--- src/rtl/ifu.sv ---
// Instruction fetch unit: owns the PC, fetches one instruction at a time from imem,
// hands it to the IDU, then waits for the downstream next-PC before fetching again.
module ifu #(
    parameter int               WIDTH    = 32,
    parameter logic [WIDTH-1:0] RESET_PC = WIDTH'(32'h8000_0000)
) (
    input  logic             clk,
    input  logic             rst,

    output logic             imem_req_valid,
    input  logic             imem_req_ready,
    output logic [WIDTH-1:0] imem_req_addr,
    input  logic             imem_rsp_valid,
    output logic             imem_rsp_ready,
    input  logic [31:0]      imem_rsp_data,
    input  logic             imem_rsp_err,

    output logic             inst_valid,
    input  logic             inst_ready,
    output logic [31:0]      inst,
    output logic [WIDTH-1:0] inst_pc,
    output logic             inst_fault,

    input  logic             next_pc_valid,
    input  logic [WIDTH-1:0] next_pc,

    output logic [31:0]      fetch_cnt
);

    typedef enum logic [1:0] {
        S_REQ      = 2'd0,
        S_WAIT_RSP = 2'd1,
        S_HOLD     = 2'd2,
        S_WAIT_NPC = 2'd3
    } state_t;

    state_t           state_q, state_d;
    logic [WIDTH-1:0] pc_q, pc_d;
    logic [31:0]      inst_q, inst_d;
    logic [WIDTH-1:0] inst_pc_q, inst_pc_d;
    logic             inst_fault_q, inst_fault_d;
    logic             inst_valid_q, inst_valid_d;
    logic [31:0]      fetch_cnt_q, fetch_cnt_d;

    logic             inst_hs;
    logic             take_npc;

    always_comb begin
        state_d      = state_q;
        pc_d         = pc_q;
        inst_d       = inst_q;
        inst_pc_d    = inst_pc_q;
        inst_fault_d = inst_fault_q;
        inst_valid_d = inst_valid_q;
        fetch_cnt_d  = fetch_cnt_q;

        inst_hs  = (state_q == S_HOLD) && inst_ready;
        // A next PC is only meaningful once the current instruction has left the IFU.
        take_npc = next_pc_valid && (inst_hs || (state_q == S_WAIT_NPC));

        case (state_q)
            S_REQ: begin
                if (imem_req_ready) begin
                    state_d = S_WAIT_RSP;
                end
            end
            S_WAIT_RSP: begin
                if (imem_rsp_valid) begin
                    inst_d       = imem_rsp_err ? 32'h0 : imem_rsp_data;
                    inst_fault_d = imem_rsp_err;
                    inst_pc_d    = pc_q;
                    inst_valid_d = 1'b1;
                    state_d      = S_HOLD;
                end
            end
            S_HOLD: begin
                if (inst_ready) begin
                    inst_valid_d = 1'b0;
                    fetch_cnt_d  = fetch_cnt_q + 32'd1;
                    state_d      = S_WAIT_NPC;
                end
            end
            S_WAIT_NPC: begin
                state_d = S_WAIT_NPC;
            end
            default: begin
                state_d = S_REQ;
            end
        endcase

        // Misaligned targets never reach memory; they come back as a faulting instruction.
        if (take_npc) begin
            pc_d = next_pc;
            if (next_pc[1:0] == 2'b00) begin
                state_d = S_REQ;
            end else begin
                inst_d       = 32'h0;
                inst_fault_d = 1'b1;
                inst_pc_d    = next_pc;
                inst_valid_d = 1'b1;
                state_d      = S_HOLD;
            end
        end
    end

    always_ff @(posedge clk) begin
        if (rst) begin
            state_q      <= S_REQ;
            pc_q         <= RESET_PC;
            inst_q       <= 32'h0;
            inst_pc_q    <= '0;
            inst_fault_q <= 1'b0;
            inst_valid_q <= 1'b0;
            fetch_cnt_q  <= 32'h0;
        end else begin
            state_q      <= state_d;
            pc_q         <= pc_d;
            inst_q       <= inst_d;
            inst_pc_q    <= inst_pc_d;
            inst_fault_q <= inst_fault_d;
            inst_valid_q <= inst_valid_d;
            fetch_cnt_q  <= fetch_cnt_d;
        end
    end

    // Bus handshakes are suppressed during reset so no transfer can start on a reset cycle.
    assign imem_req_valid = !rst && (state_q == S_REQ);
    assign imem_rsp_ready = !rst && (state_q == S_WAIT_RSP);
    assign imem_req_addr  = pc_q;

    assign inst_valid = inst_valid_q;
    assign inst       = inst_q;
    assign inst_pc    = inst_pc_q;
    assign inst_fault = inst_fault_q;
    assign fetch_cnt  = fetch_cnt_q;

endmodule

--- config.mk ---
export PLATFORM = sky130hd
export DESIGN_NAME = ifu
export DESIGN_NICKNAME = d
export VERILOG_FILES = /design/src/rtl/ifu.sv
export SDC_FILE = /design/constraint.sdc
export NUM_CORES = 1
export LEC_CHECK = 0
export CAP_MARGIN = 20
export CORE_ASPECT_RATIO = 0.5
export CORE_MARGIN = 4
export CORE_UTILIZATION = 27
export CTS_CLUSTER_DIAMETER = 50
export DETAILED_ROUTE_END_ITERATION = 12
export PLACE_DENSITY = 0.6
export SYNTH_ARGS = -nofsm -noshare
export SYNTH_HDL_FRONTEND = slang
export SYNTH_SLANG_ARGS = --single-unit
--- constraint.sdc ---
create_clock -name clk -period 3.2 [get_ports clk]
set_clock_uncertainty 0.05 [all_clocks]
set_input_delay 0.48 -clock clk [delete_from_list [all_inputs] [get_ports clk]]
set_output_delay 0.48 -clock clk [all_outputs]
set_load 0.03 [all_outputs]
# Word-level counts from Yosys, hierarchy flattened
# Cells that the tools add are included.
# word_totals
ff_bits,132
input_bits,71
out_inout_bits,132
# classes
add_sub_neg,1
n_eq_ne,6
muxes,24
reduce_logical,10
# ops
op,n
$mux 32,9
$add 32x1->32 const B,1
$mux 2,5
$ne 3x3->1 const B,3
$mux 1,8
$pmux 2 s4,1
$eq 2x2->1 const B,2
$logic_and 1x1->1,4
$logic_not 2->1,2
$reduce_and 3->1,1
$eq 2x1->1 const B,1
$pmux 1 s2,1
$reduce_and 2->1,1
$logic_not 1->1,1
$logic_or 1x1->1,1

# Logic depth before layout (Yosys ltp)
# Gate-level depths: netlist of the first run.
# depth
ltp_word,6
mapped_depth,9
depth_no_buf,6

# Worst setup path after synthesis of the first run
# OpenSTA, ideal clock, no wires.
# synth_path
path_type,register -> register
from,register fetch_cnt_q[0] (netlist: fetch_cnt[0])
to,register fetch_cnt_q[30] (netlist: fetch_cnt[30])
arrival_ns,2.158
required_ns,3.080
path_slack_ns,0.921
stages_incl_launch_ff,7
n_path_buf,1
period_less_slack_ns,2.279
cell_sequence,dfxtp_1 ha_1 and4_1 or4b_1 buf_2 or4_1 a21oi_1
# synth_between
elab_chain_cells,1
# synth_rtl
item,line_no,source
from (decl),43,"logic [31:0] fetch_cnt_q, fetch_cnt_d;"
from (signal assigned),122,fetch_cnt_q <= fetch_cnt_d;
$add 32x1->32,79,fetch_cnt_d = fetch_cnt_q + 32'd1;
# No other way between the ends.
# A chain may end at the register's enable or synchronous reset.

# Worst setup path after layout of the first run
# layout_path
from,register state_q[1]
to,output port imem_rsp_ready
# layout_between
elab_chain_cells,2
# layout_rtl
item,line_no,source
from (decl),37,"state_t state_q, state_d;"
from (signal assigned),116,state_q <= state_d;
$eq 2x1->1,128,assign imem_rsp_ready = !rst && (state_q == S_WAIT_RSP);
$logic_and 1x1->1,128,
to (decl),14,"output logic imem_rsp_ready,"
# No other way between the ends.

==> flow_summary.ini, run 1 <==
[status]
run_status = completed

[clocking]
tritoncts_clock_tree = yes
cts_resized = 0
bufs_on_longest_clock_path = 2
cts.reportedPaths.clkPinSlew_ps = 60
cts_hold_repair.buffers = 0
cts_sinks = 132
cts_setup_buffers = 0
clock_tree_root_driver_cell = clkbuf_16
h-tree-depth = 4
latest_clock_arrival_within_the_worst_skew_pair_ps = 410
number_of_buffers_inserted_during_clock_tree_synthesis = 17

[sta]
slew_headroom = 0.577
achievable-frequency_mhz = 398
final_hold_viol_count = 0
tightestPinTransition_ps = 634
setup_viol = 0
fin_setup_tns_ps = 0
rsz0062_at_grt = false
layout_worst_path_cycle_share = 0.786
timing.hold.ws_ps = 371
maxSlewViolCount = 0
fin_crit_ps = 2520

[placed_design]
port-buffer-count = 202
globalplace.congestion = 0.815
place_hpwl_um = 12500
place_inst = 1105

[synthesis]
synth_flop_cell = dfxtp_1
synth_enable_flop_cells = 0
synthesis.nets = 759
synth_top_area_frac = 0.477
synth.avg_cell_area_um2 = 8.13
syn-instance-count = 682
ys_seq_elements = 132
yosysWarningCount = 0
synth_largest_area_cell = dfxtp_1
post_synth_instance_area_um2 = 5540
synthTopCellsByArea = dfxtp_1 48%, a21oi_1 8.3%, nand2_1 7.7%
synth_sequential_area_ratio = 0.477
synthArstFlopShare = 0
yosys.cell_types.count = 40

[global_routing]
grt_first_pass_wirelength_um = 28700
track_usage = 0.155
grt_start_max_net_pins = 61
globalRoute.totalOverflow = 0
first_global_vias = 5452
number_of_antenna_violations_at_the_first_check_in_global_routing = 0

[cells_and_area]
design.final.nets = 935
fin_util = 0.428
antennaDiodeCount = 0
area_growth_syn_to_layout_pct = 52.8
layout-drive-gt1-share = 0.0621
finalNonFillerCells = 1136

[routing]
drtAntennaViolNets = 0
finalWirelength_um = 18300
detail_route.first_pass.iterations = 4
num_vias = 5529
post-route-drc-count = 0
wl_per_cell_um = 16.1
drtIter0Drc = 269
route.detailed.vias_per_inst = 4.87

[critical_path]
worst-endpoint-required_ps = 2670
worst_setup_path_startpoint = state_q[1]
cp-start-kind = flip-flop
crit_path_max_fanout = 4
timing_worst_setup_path_type = reg2out
cp.arrival_ps = 1990
cp-end-kind = primary output
regToRegStartpoint = state_q[0]

[floorplanning]
placement_rows = 36
core-area_um2 = 19800
pin_count = 203
start_util = 0.280
fp.dieArea_um2 = 23000
die_height_um = 109
die_w_um = 211

[power]
static-leakage-power_nw = 2.80
p_per_area_nw_per_um2 = 657
irDropWorstVdd_uv = 400
report.power.total_mw = 5.57

[hold_path]
hp-start = rst
worstHoldPathType = in2reg

[run]
drv.max_cap_violation_count = 0
==> worst paths after layout <==
kind,endpoint,slack [ps],cells past startpoint
worst min register to register,imem_req_addr[5],420,2
worst max register to register,fetch_cnt[26],830,6
worst min-delay path,fetch_cnt[0],370,2
worst max-delay path,imem_rsp_ready,680,5
==> layout by cell type, fill, tap and decap left out, drive strengths merged, types with 5 or more instances in the layout <==
master           n
nand3           42
ha               6
buf             14
clkdlybuf4s50  201
a311oi          30
or3              8
o31ai           14
clkinv           5
or4             19
nor2            74
nand4            9
o21ai            9
bufinv           5
nand2          114
clkbuf          19
a21oi           92
inv              9
dfxtp          132
nor3b           32
==> Yosys cell counts (2+ instances only) <==
master,count
a21oi_1,92
a22o_1,2
a311oi_1,30
a31oi_1,3
and4_1,3
buf_2,4
clkbuf_1,52
dfxtp_1,132
ha_1,6
inv_1,8
nand2_1,114
nand2b_1,4
nand3_1,42
nand4_1,7
nand4_2,2
nor2_1,74
nor3_1,3
nor3b_1,32
o21ai_0,8
o31ai_1,14
or3_1,8
or4_1,18
xnor2_1,4
xor2_1,4
==> state kept, by name, summed over array words and instances, names as in the netlist <==
register and flops:
inst_fault 1, inst_pc 32, fetch_cnt 32, inst 32
state_q 2, inst_valid 1, imem_req_addr 32
==> critical path: stages (launching register included) <==
cell	delay, ps
dfxtp_1	330
inv_1	130
ha_1	190
inv_1	80
nor2_1	160
clkdlybuf4s50_1	700
==> where the power goes <==
part           switching (mW)  internal [mW]  leakage, nW
registers               0.102           1.80         1.07
logic                   0.919          0.557         1.41
clock network           0.760           1.42        0.319
total                    1.78           3.79         2.80
==> routing by layer <==
metal | global-route usage | part of all wire | up-vias | wire length, um
met5 | 0 | 0 | - | 0
li1 | - | - | 2762 | -
met2 | 0.274 | 0.50 | 112 | 9200
met4 | 0.0532 | 0.019 | 0 | 356
met1 | 0.184 | 0.43 | 2636 | 7890
met3 | 0.0430 | 0.046 | 19 | 839
==> stage by stage <==
| stage | instance area [um^2] | worst slack [ps] |
|---|---|---|
| 3_3_place_gp | 7820 | 587 |
| 3_5_place_dp | 7820 | 555 |
| 6_report | 8470 | 685 |
| 2_1_floorplan | 5540 | 921 |
| 4_1_cts | 8470 | 662 |
| 5_1_grt | 8470 | 593 |
==> final cells by class <==
cell class              instances  area (um^2)
clock inverters                12          203
clock buffers                  19          453
flip-flops and latches        132         2640
inverters                       8         30.0
fillers                      1975        11300
well taps                     266          333
multi-input cells             484         2670
repair buffers                215         2140
==> cell families after synthesis <==
| logic type | share of synthesized area |
|---|---|
| muxes | 0.00384 |
| xor gates and xnor gates | 0.0126 |
| adders and majority gates | 0.0135 |
| buffers and inverters | 0.0469 |
| AOI/OAI and AO/OA | 0.169 |
| DFF | 0.477 |
| and+or+nand+nor | 0.278 |
(Power assumes the default switching activity.)
==> run 2, diff against run 1 <==
==> constraint.sdc (replaced) <==
create_clock -name clk -period 2.34 [get_ports clk]
set_clock_uncertainty 0.05 [all_clocks]
set_input_delay 0.351 -clock clk [delete_from_list [all_inputs] [get_ports clk]]
set_output_delay 0.351 -clock clk [all_outputs]
set_load 0.03 [all_outputs]
==> run 2 against run 1 <==
Die area unchanged. Power increased by 34%. Critical path type is now reg2reg. Wire length about the same.
==> flow_summary.ini, run 2 (synthesis results as in run 1) <==
[critical_path]
cp-end-kind = flip-flop
cp-start-kind = flip-flop
timing_worst_setup_path_type = reg2reg
cp.arrival_ps = 2450
worst-endpoint-required_ps = 2630
crit_path_max_fanout = 30

[routing]
post-route-drc-count = 0
wl_per_cell_um = 15.9
route.detailed.vias_per_inst = 4.89
detail_route.first_pass.iterations = 4
drtIter0Drc = 320
finalWirelength_um = 18300
num_vias = 5625
drtAntennaViolNets = 0

[cells_and_area]
multi_input_area_um2 = 2680
final.fill_count = 1934
post-route-cell-area_um2 = 8600
area_growth_syn_to_layout_pct = 55.1
design.final.nets = 950
layout_commonest_cell = clkdlybuf4s50_1
final_cell_mix = 199 x clkdlybuf4s50_1, 132 x dfxtp_1, 113 x nand2_1
antennaDiodeCount = 0
layout-drive-gt1-share = 0.0825
ff_latch_area_um2 = 2640

[power]
p_per_area_nw_per_um2 = 868
report.power.total_mw = 7.46
power.share.switching = 0.326
power_switching_mw = 2.43
clkPwrFrac = 0.369
internal_power_mw = 5.03
irDropWorstVdd_uv = 577
static-leakage-power_nw = 2.88
p_seq_frac = 0.350
comb_power_share = 0.282

[global_routing]
first_global_vias = 5385
grt_start_max_net_pins = 104
number_of_antenna_violations_at_the_first_check_in_global_routing = 0
track_usage = 0.154
grt_first_pass_wirelength_um = 28700
globalRoute.totalOverflow = 0

[clocking]
h-tree-depth = 4
latest_clock_arrival_within_the_worst_skew_pair_ps = 410
cts.reportedPaths.clkPinSlew_ps = 60
cts_setup_buffers = 0
number_of_buffers_inserted_during_clock_tree_synthesis = 17
cts_sinks = 132
tritoncts_clock_tree = yes
bufs_on_longest_clock_path = 2
clock_tree_root_driver_cell = clkbuf_16

[sta]
final_hold_viol_count = 0
fin_crit_ps = 2160
setup_viol = 0
layout_worst_path_cycle_share = 0.925
timing.hold.ws_ps = 421
rsz0062_at_grt = false
slew_headroom = 0.698
achievable-frequency_mhz = 462
tightestPinTransition_ps = 452
maxSlewViolCount = 0

[floorplanning]
start_util = 0.280
die_height_um = 109
fp.dieArea_um2 = 23000
pin_count = 203
placement_rows = 36
die_w_um = 211
core-area_um2 = 19800

[placed_design]
globalplace.congestion = 0.769
place_hpwl_um = 12500
port-buffer-count = 202
placedInstanceArea_um2 = 7980

[hold_path]
worstHoldPathType = reg2reg

[run]
drv.max_cap_violation_count = 0

[status]
run_status = completed
run 2: final cells by class:
| class | count | share of cell area |
|---|---|---|
| Multi-Input combinational cell | 484 | 0.311 |
| Sequential cell | 132 | 0.307 |
| Inverter | 8 | 0.00349 |
| Clock inverter | 12 | 0.0182 |
| Clock buffer | 19 | 0.0527 |
| Timing Repair Buffer | 230 | 0.268 |
| Tap cell | 266 | 0.0387 |
run 2: what timing repair did:
item / in CTS / in global routing
resized for setup: 0 / 4
setup endpoints to repair: 0 / 6
hold buffers: 0 / 0
run 2: final timing paths:
path / end / slack [ps] / cells past startpoint / start
setup / recovery: fetch_cnt[31] / 180 / 4 / fetch_cnt[9]
hold / removal: imem_req_addr[29] / 420 / 2 / imem_req_addr[29]
setup reg to reg: fetch_cnt[31] / 180 / 4 / fetch_cnt[9]
hold reg to reg: imem_req_addr[29] / 420 / 2 / imem_req_addr[29]
run 2: per-stage QoR:
| step | utilization | setup slack [ps] | setup TNS, ps | cells |
|---|---|---|---|---|
| floorplan | - | 61.3 | 0 | 682 |
| global placement | 0.403 | -122 | -370 | 1120 |
| detailed placement | 0.403 | -147 | -501 | 1120 |
| CTS | 0.433 | 27.7 | 0 | 1151 |
| global route | 0.434 | 53.8 | 0 | 1151 |
| finish | 0.434 | 176 | 0 | 1151 |
run 2: worst max-delay path: stages, from the launching register on:
cell     delay, ps
dfxtp_1        450
nand4_2        180
or4_4          720
or4_1          550
a21oi_1        140
run 2: power groups by stage:
stage	Combinational [mW]	Sequential (mW)	Clock (mW)
after floorplan	0.785	3.02	0
after global placement	2.10	2.65	0
after detailed placement	2.11	2.65	0
after CTS	2.12	2.61	2.83
after global routing	2.26	2.64	2.94
final	2.10	2.61	2.75
run 2: per-layer routing:
metal / wire [um] / GRT usage / share of wire
met2: 9250 / 0.269 / 0.51
met3: 950 / 0.0439 / 0.052
met1: 7770 / 0.188 / 0.43
met4: 306 / 0.0448 / 0.017
met5: 0 / 0 / 0
